File: src/rtl/vm_pkg.sv
// rtl/vm_pkg.sv - coin codes and dispenser state encoding shared with the vending FSM
package vm_pkg;
  localparam logic [1:0] COIN_NONE = 2'b00;
  localparam logic [1:0] COIN_5    = 2'b01;
  localparam logic [1:0] COIN_10   = 2'b10;

  typedef enum logic [2:0] {
    ST_IDLE,
    ST_EJECT,
    ST_GAP,
    ST_DONE,
    ST_FAULT
  } disp_state_t;
endpackage

File: src/rtl/coin_counter.sv
// rtl/coin_counter.sv - saturating up/down inventory counter, one per denomination
module coin_counter #(
  parameter int CNT_W = 8,
  parameter int INIT  = 0
) (
  input  logic             clk,
  input  logic             rst,
  input  logic             inc,
  input  logic             dec,
  output logic [CNT_W-1:0] count
);
  localparam logic [CNT_W-1:0] MAX = '1;

  // A simultaneous refill and payout of the same coin cancels out.
  always_ff @(posedge clk or negedge rst) begin
    if (!rst) begin
      count <= CNT_W'(INIT);
    end else if (inc && !dec && count != MAX) begin
      count <= count + 1'b1;
    end else if (dec && !inc && count != '0) begin
      count <= count - 1'b1;
    end
  end
endmodule

File: src/rtl/coin_dispenser.sv
// rtl/coin_dispenser.sv - pays change one coin at a time to the hopper, tracks inventory
module coin_dispenser #(
  parameter int CNT_W       = 8,
  parameter int INIT_5      = 20,
  parameter int INIT_10     = 10,
  parameter int ACK_TIMEOUT = 16
) (
  input  logic             clk,
  input  logic             rst,
  input  logic [1:0]       chg_req,
  output logic             req_ready,
  output logic [1:0]       hop_coin,
  output logic             hop_valid,
  input  logic             hop_ack,
  input  logic             refill_5,
  input  logic             refill_10,
  output logic [CNT_W-1:0] cnt_5,
  output logic [CNT_W-1:0] cnt_10,
  output logic             done,
  output logic             short,
  output logic             fault
);
  import vm_pkg::*;

  localparam int WAIT_W = $clog2(ACK_TIMEOUT + 1);

  disp_state_t       state, next_state;
  logic              armed, extra;
  logic [1:0]        coin;
  logic [WAIT_W-1:0] wait_cnt;
  logic              accept, plan_ok, plan_two;
  logic [1:0]        plan_coin;
  logic              ack_edge, dec_5, dec_10;
  logic              hop_valid_d, done_d, short_d, fault_d;
  logic [1:0]        hop_coin_d;

  assign accept    = (state == ST_IDLE) && armed && (chg_req == COIN_5 || chg_req == COIN_10);
  assign req_ready = (state == ST_IDLE);
  assign ack_edge  = (state == ST_EJECT) && hop_ack;
  assign dec_5     = ack_edge && (coin == COIN_5);
  assign dec_10    = ack_edge && (coin == COIN_10);

  // Plan is decided from the counts seen on the accepting edge only.
  always_comb begin
    plan_ok   = 1'b0;
    plan_two  = 1'b0;
    plan_coin = COIN_NONE;
    if (chg_req == COIN_5) begin
      if (cnt_5 != '0) begin
        plan_ok   = 1'b1;
        plan_coin = COIN_5;
      end
    end else if (chg_req == COIN_10) begin
      if (cnt_10 != '0) begin
        plan_ok   = 1'b1;
        plan_coin = COIN_10;
      end else if (cnt_5 >= CNT_W'(2)) begin
        plan_ok   = 1'b1;
        plan_two  = 1'b1;
        plan_coin = COIN_5;
      end
    end
  end

  always_comb begin
    next_state = state;
    case (state)
      ST_IDLE:  if (accept && plan_ok) next_state = ST_EJECT;
      ST_EJECT: begin
        if (hop_ack) next_state = extra ? ST_GAP : ST_DONE;
        else if (wait_cnt == WAIT_W'(ACK_TIMEOUT - 1)) next_state = ST_FAULT;
      end
      ST_GAP:   next_state = ST_EJECT;
      ST_DONE:  next_state = ST_IDLE;
      ST_FAULT: next_state = ST_FAULT;
      default:  next_state = ST_IDLE;
    endcase
  end

  always_comb begin
    hop_valid_d = (next_state == ST_EJECT);
    hop_coin_d  = COIN_NONE;
    if (next_state == ST_EJECT) hop_coin_d = (state == ST_IDLE) ? plan_coin : coin;
    done_d  = (next_state == ST_DONE);
    short_d = accept && !plan_ok;
    fault_d = (next_state == ST_FAULT);
  end

  always_ff @(posedge clk or negedge rst) begin
    if (!rst) begin
      state     <= ST_IDLE;
      armed     <= 1'b1;
      extra     <= 1'b0;
      coin      <= COIN_NONE;
      wait_cnt  <= '0;
      hop_valid <= 1'b0;
      hop_coin  <= COIN_NONE;
      done      <= 1'b0;
      short     <= 1'b0;
      fault     <= 1'b0;
    end else begin
      state     <= next_state;
      hop_valid <= hop_valid_d;
      hop_coin  <= hop_coin_d;
      done      <= done_d;
      short     <= short_d;
      fault     <= fault_d;
      if (chg_req == 2'b00) armed <= 1'b1;
      else if (accept) armed <= 1'b0;
      if (accept && plan_ok) begin
        coin  <= plan_coin;
        extra <= plan_two;
      end else if (ack_edge) begin
        extra <= 1'b0;
      end
      if (state != ST_EJECT) wait_cnt <= '0;
      else if (!hop_ack) wait_cnt <= wait_cnt + 1'b1;
    end
  end

  coin_counter #(.CNT_W(CNT_W), .INIT(INIT_5)) u_cnt_5 (
    .clk(clk), .rst(rst), .inc(refill_5), .dec(dec_5), .count(cnt_5)
  );

  coin_counter #(.CNT_W(CNT_W), .INIT(INIT_10)) u_cnt_10 (
    .clk(clk), .rst(rst), .inc(refill_10), .dec(dec_10), .count(cnt_10)
  );
endmodule

File: config.mk
export PLATFORM = sky130hd
export DESIGN_NAME = coin_dispenser
export DESIGN_NICKNAME = d
export VERILOG_FILES = /design/src/rtl/vm_pkg.sv /design/src/rtl/coin_counter.sv /design/src/rtl/coin_dispenser.sv
export SDC_FILE = /design/constraint.sdc
export NUM_CORES = 1
export LEC_CHECK = 0
export CAP_MARGIN = 20
export CORE_ASPECT_RATIO = 0.5
export CORE_UTILIZATION = 45
export CTS_BUF_LIST = sky130_fd_sc_hd__clkbuf_8
export CTS_CLUSTER_DIAMETER = 150
export CTS_CLUSTER_SIZE = 20
export DETAILED_ROUTE_END_ITERATION = 10
export PLACE_DENSITY_LB_ADDON = 0.2
export SETUP_SLACK_MARGIN = 0.3
export SLEW_MARGIN = 15
export SYNTH_ARGS = -nofsm -noshare
export SYNTH_HDL_FRONTEND = slang
export SYNTH_SLANG_ARGS = --single-unit
File: constraint.sdc
create_clock -name clk -period 4.95 [get_ports clk]
set_input_delay 1.2375 -clock clk [delete_from_list [all_inputs] [get_ports clk]]
set_output_delay 1.2375 -clock clk [all_outputs]
set_load 0.02 [all_outputs]
==> flow_summary.ini <==
[power]
sw_frac_of_total_pct = 41.5
clockPowerShare_pct = 11.8
intPower_uw = 1030
ir_worst_vdd_mv = 0.320
power.share.sequential_pct = 31.2
power.switching_uw = 732
pwr_density_cell_nw_per_um2 = 690
comb_power_share_pct = 57.0
leakagePower_uw = 0.00114

[floorplan]
die_x_microns = 98.6
initial_core_util_pct = 47.3
die-area_sq_um = 4960
io_pins = 30
core_sq_um = 4450
die_h_microns = 50.3
row_count = 17

[cts]
cts_hold_buf = 0
cts_sinks = 34
cts_tree = built
cts_setup_buffers = 0
cts_made_buffers = 5
clkTransAtPathRegs_ns = 0.07
cts_resized = 0
cts_root_buf = clkbuf_8
clock_latency_ns = 0.29
clk_path_buf_depth = 2
h-tree-depth = 2

[logic_synthesis]
async_flop_share_pct = 100
avgSynthCellArea_sq_um = 10.4
synth_top_cell_area_share_pct = 34.5
syn_nets = 228
synthCells = 202
ys_warn_count = 0
synth_area_sq_um = 2100
yosysUniqueCellTypes = 42
synth-seq-cells = 34
ys.flop_type = dfrtp_1
synth-edff-count = 0
netlist_top_cells_area = dfrtp_1 (35%), ha_1 (10%), dfstp_2 (6.3%)
ys_seq_area_share_pct = 40.8
netlist.top_cell.by_area = dfrtp_1

[worst_setup_path]
criticalPathCategory = in2reg
worst-path-buf-inv = 2
start_kind = input port
reg2reg_depth = 8
r2r_slack_ns = 1.98
critPathRequiredTime_ns = 5.16
worstReg2RegStart = u_cnt_5.count[2]$_DFFE_PN1P_
path_max_fanout = 10
worstSetupEndpointType = flop
max_stage_delay_ns = 0.69
crit_family = compound AO/OA/AOI/OAI gates
worstPathArrival_ns = 4.17
crit_chain = clkdlybuf4s50_1, nand3_4, clkinv_4, nand3b_2, o211ai_1, ha_1, a21oi_1, o221ai_1, o41ai_1, mux2i_1, xor2_1
r2r_end = u_cnt_5.count[7]$_DFFE_PN0P_
cp.depth = 11
slowest_stage = clkdlybuf4s50_1
cp-startpoint = hop_ack

[cells_and_area]
fin_nets = 265
drive_above_1_share_pct = 14.2
area_growth_pct = 21.9
finalInstanceArea_sq_um = 2560
antenna_cells = 0

[placement]
io_buffers = 29
postPlaceCellArea_sq_um = 2470
gp_congestion = 0.829
place_hpwl_microns = 3100

[timing]
max-slew-margin-rel_pct = 45.1
worst_pin_slew_ns = 0.820
fin_tns_setup_ns = 0
grt_setup_unrepaired = no
fin_crit_ns = 3.96
setup_viol = 0
maxSlewViolCount = 0
max_freq_mhz = 252
fin_skew_ns = 0.00678
post-route-period-util_pct = 80.0
final_hold_viol_count = 0

[run_status]
outcome = completed

[routing]
dr.pass1.iters = 4
vias = 1621
remaining_drc_errors = 0
ant_nets = 0
wire_per_inst_microns = 14.1
wl_microns = 4180
drt_iter0_drc = 41
vias_per_cell = 5.46

[min_path]
holdCritPathClass = reg2reg
min_to = armed$_DFFE_PN1P_
min-delay-start = armed$_DFFE_PN1P_
min_path_cells = 1

[global_route]
antenna_found_initial = 0
gr-total-overflow = 0
grt_usage_pct = 18.7
grt_pass1_vias = 1568
grt_max_degree = 35
grt_pass1_wl_microns = 7040

[run]
maxCapViolations = 0
==> cells in the mapped netlist, drive strengths merged, types with 2 or more instances <==
cell type and number:
a21o 2, a21oi 9, and2 3, and3 2, buf 2, dfrtp 29, dfstp 5, fa 2
ha 17, inv 13, mux2 12, mux2i 4, nand2 11, nand2b 2, nand3 9, nand4 4
nor2 20, nor2b 2, nor3 8, nor4 4, o211ai 5, o21a 3, o21ai 3, o21bai 2
o221ai 2, o41ai 2, xnor2 9, xor2 8
==> power groups by stage <==
stage               logic [uW]  clock network [uW]  registers, uW
CTS                       1010                 215            552
global route              1100                 230            575
floorplan                  611                   0            626
global placement           978                   0            552
finish                    1010                 209            551
detailed placement        1000                   0            556
==> layout make-up <==
class,instances,area (sq um)
multi-input combinational,152,1170
clock inverter,2,8.76
sequential,34,857
fill,392,1890
timing repair buffer,32,313
tap,57,71.3
inverter,14,57.6
clock buffer,6,82.6
==> flip-flops by register name (all words and copies together), names as in the netlist <==
signal          flops
u_cnt_10.count      8
u_cnt_5.count       8
wait_cnt            5
state               3
coin                2
hop_coin            2
armed               1
done                1
extra               1
fault               1
hop_valid           1
short               1
==> cell usage in the layout, fill, tap and decap left out, types with 2 or more instances in the layout <==
master and instances:
o21ai_0 3, nand2b_1 2, o211ai_1 5, nand3_1 8, xnor2_1 9, and2_1 2, fa_1 2, o41ai_1 2
clkbuf_8 6, nor2b_1 2, dfrtp_1 29, dfstp_2 5, o21bai_1 2, buf_4 3, nor3_1 8, inv_1 14
a21oi_1 9, o21a_1 3, ha_1 17, xor2_1 8, mux2_2 7, nor2_1 19, clkdlybuf4s50_1 29, nand2_1 10
and3_1 2, mux2_4 5, nor4_1 4, mux2i_1 4, a21o_1 2, o221ai_1 2, nand4_1 4
==> worst max path at each step <==
stage	to	slack, ns
after CTS	u_cnt_5.count[7]$_DFFE_PN0P_	0.97
after global placement	u_cnt_5.count[7]$_DFFE_PN0P_	0.82
after global routing	u_cnt_5.count[7]$_DFFE_PN0P_	0.76
after detailed placement	u_cnt_5.count[7]$_DFFE_PN0P_	0.71
final	u_cnt_5.count[7]$_DFFE_PN0P_	0.99
after floorplan	u_cnt_10.count[7]$_DFFE_PN0P_	1.44
==> metal layers <==
metal	global-route usage [%]	routed length [microns]
met1	23.9	2090
met4	7.96	55
met5	0	0
met3	5.01	123
met2	30.4	1920
==> per-stage QoR <==
stage | setup slack, ns | utilization (%) | instances | hold slack, ns | total power (uW)
floorplan | 1.44 | - | 202 | 0.470 | 1240
global placement | 0.819 | 55.5 | 289 | 0.497 | 1530
detailed placement | 0.710 | 55.5 | 289 | 0.513 | 1560
CTS | 0.972 | 57.6 | 297 | 0.522 | 1780
global route | 0.760 | 57.6 | 297 | 0.536 | 1900
finish | 0.989 | 57.6 | 297 | 0.520 | 1770
==> cells by family (layout without fill, tap and decap cells) <==
| logic type | after synthesis | after routing | share of synthesized area (%) |
|---|---|---|---|
| xor gates and xnor gates | 17 | 17 | 7.09 |
| adders and majority gates | 19 | 19 | 12.0 |
| buffers and inverters | 16 | 54 | 3.51 |
| AOI/OAI and AO/OA | 31 | 31 | 9.89 |
| DFF | 34 | 34 | 40.8 |
| muxes | 16 | 16 | 9.23 |
| and+or+nand+nor | 69 | 69 | 17.5 |
(Power assumes the default switching activity.)
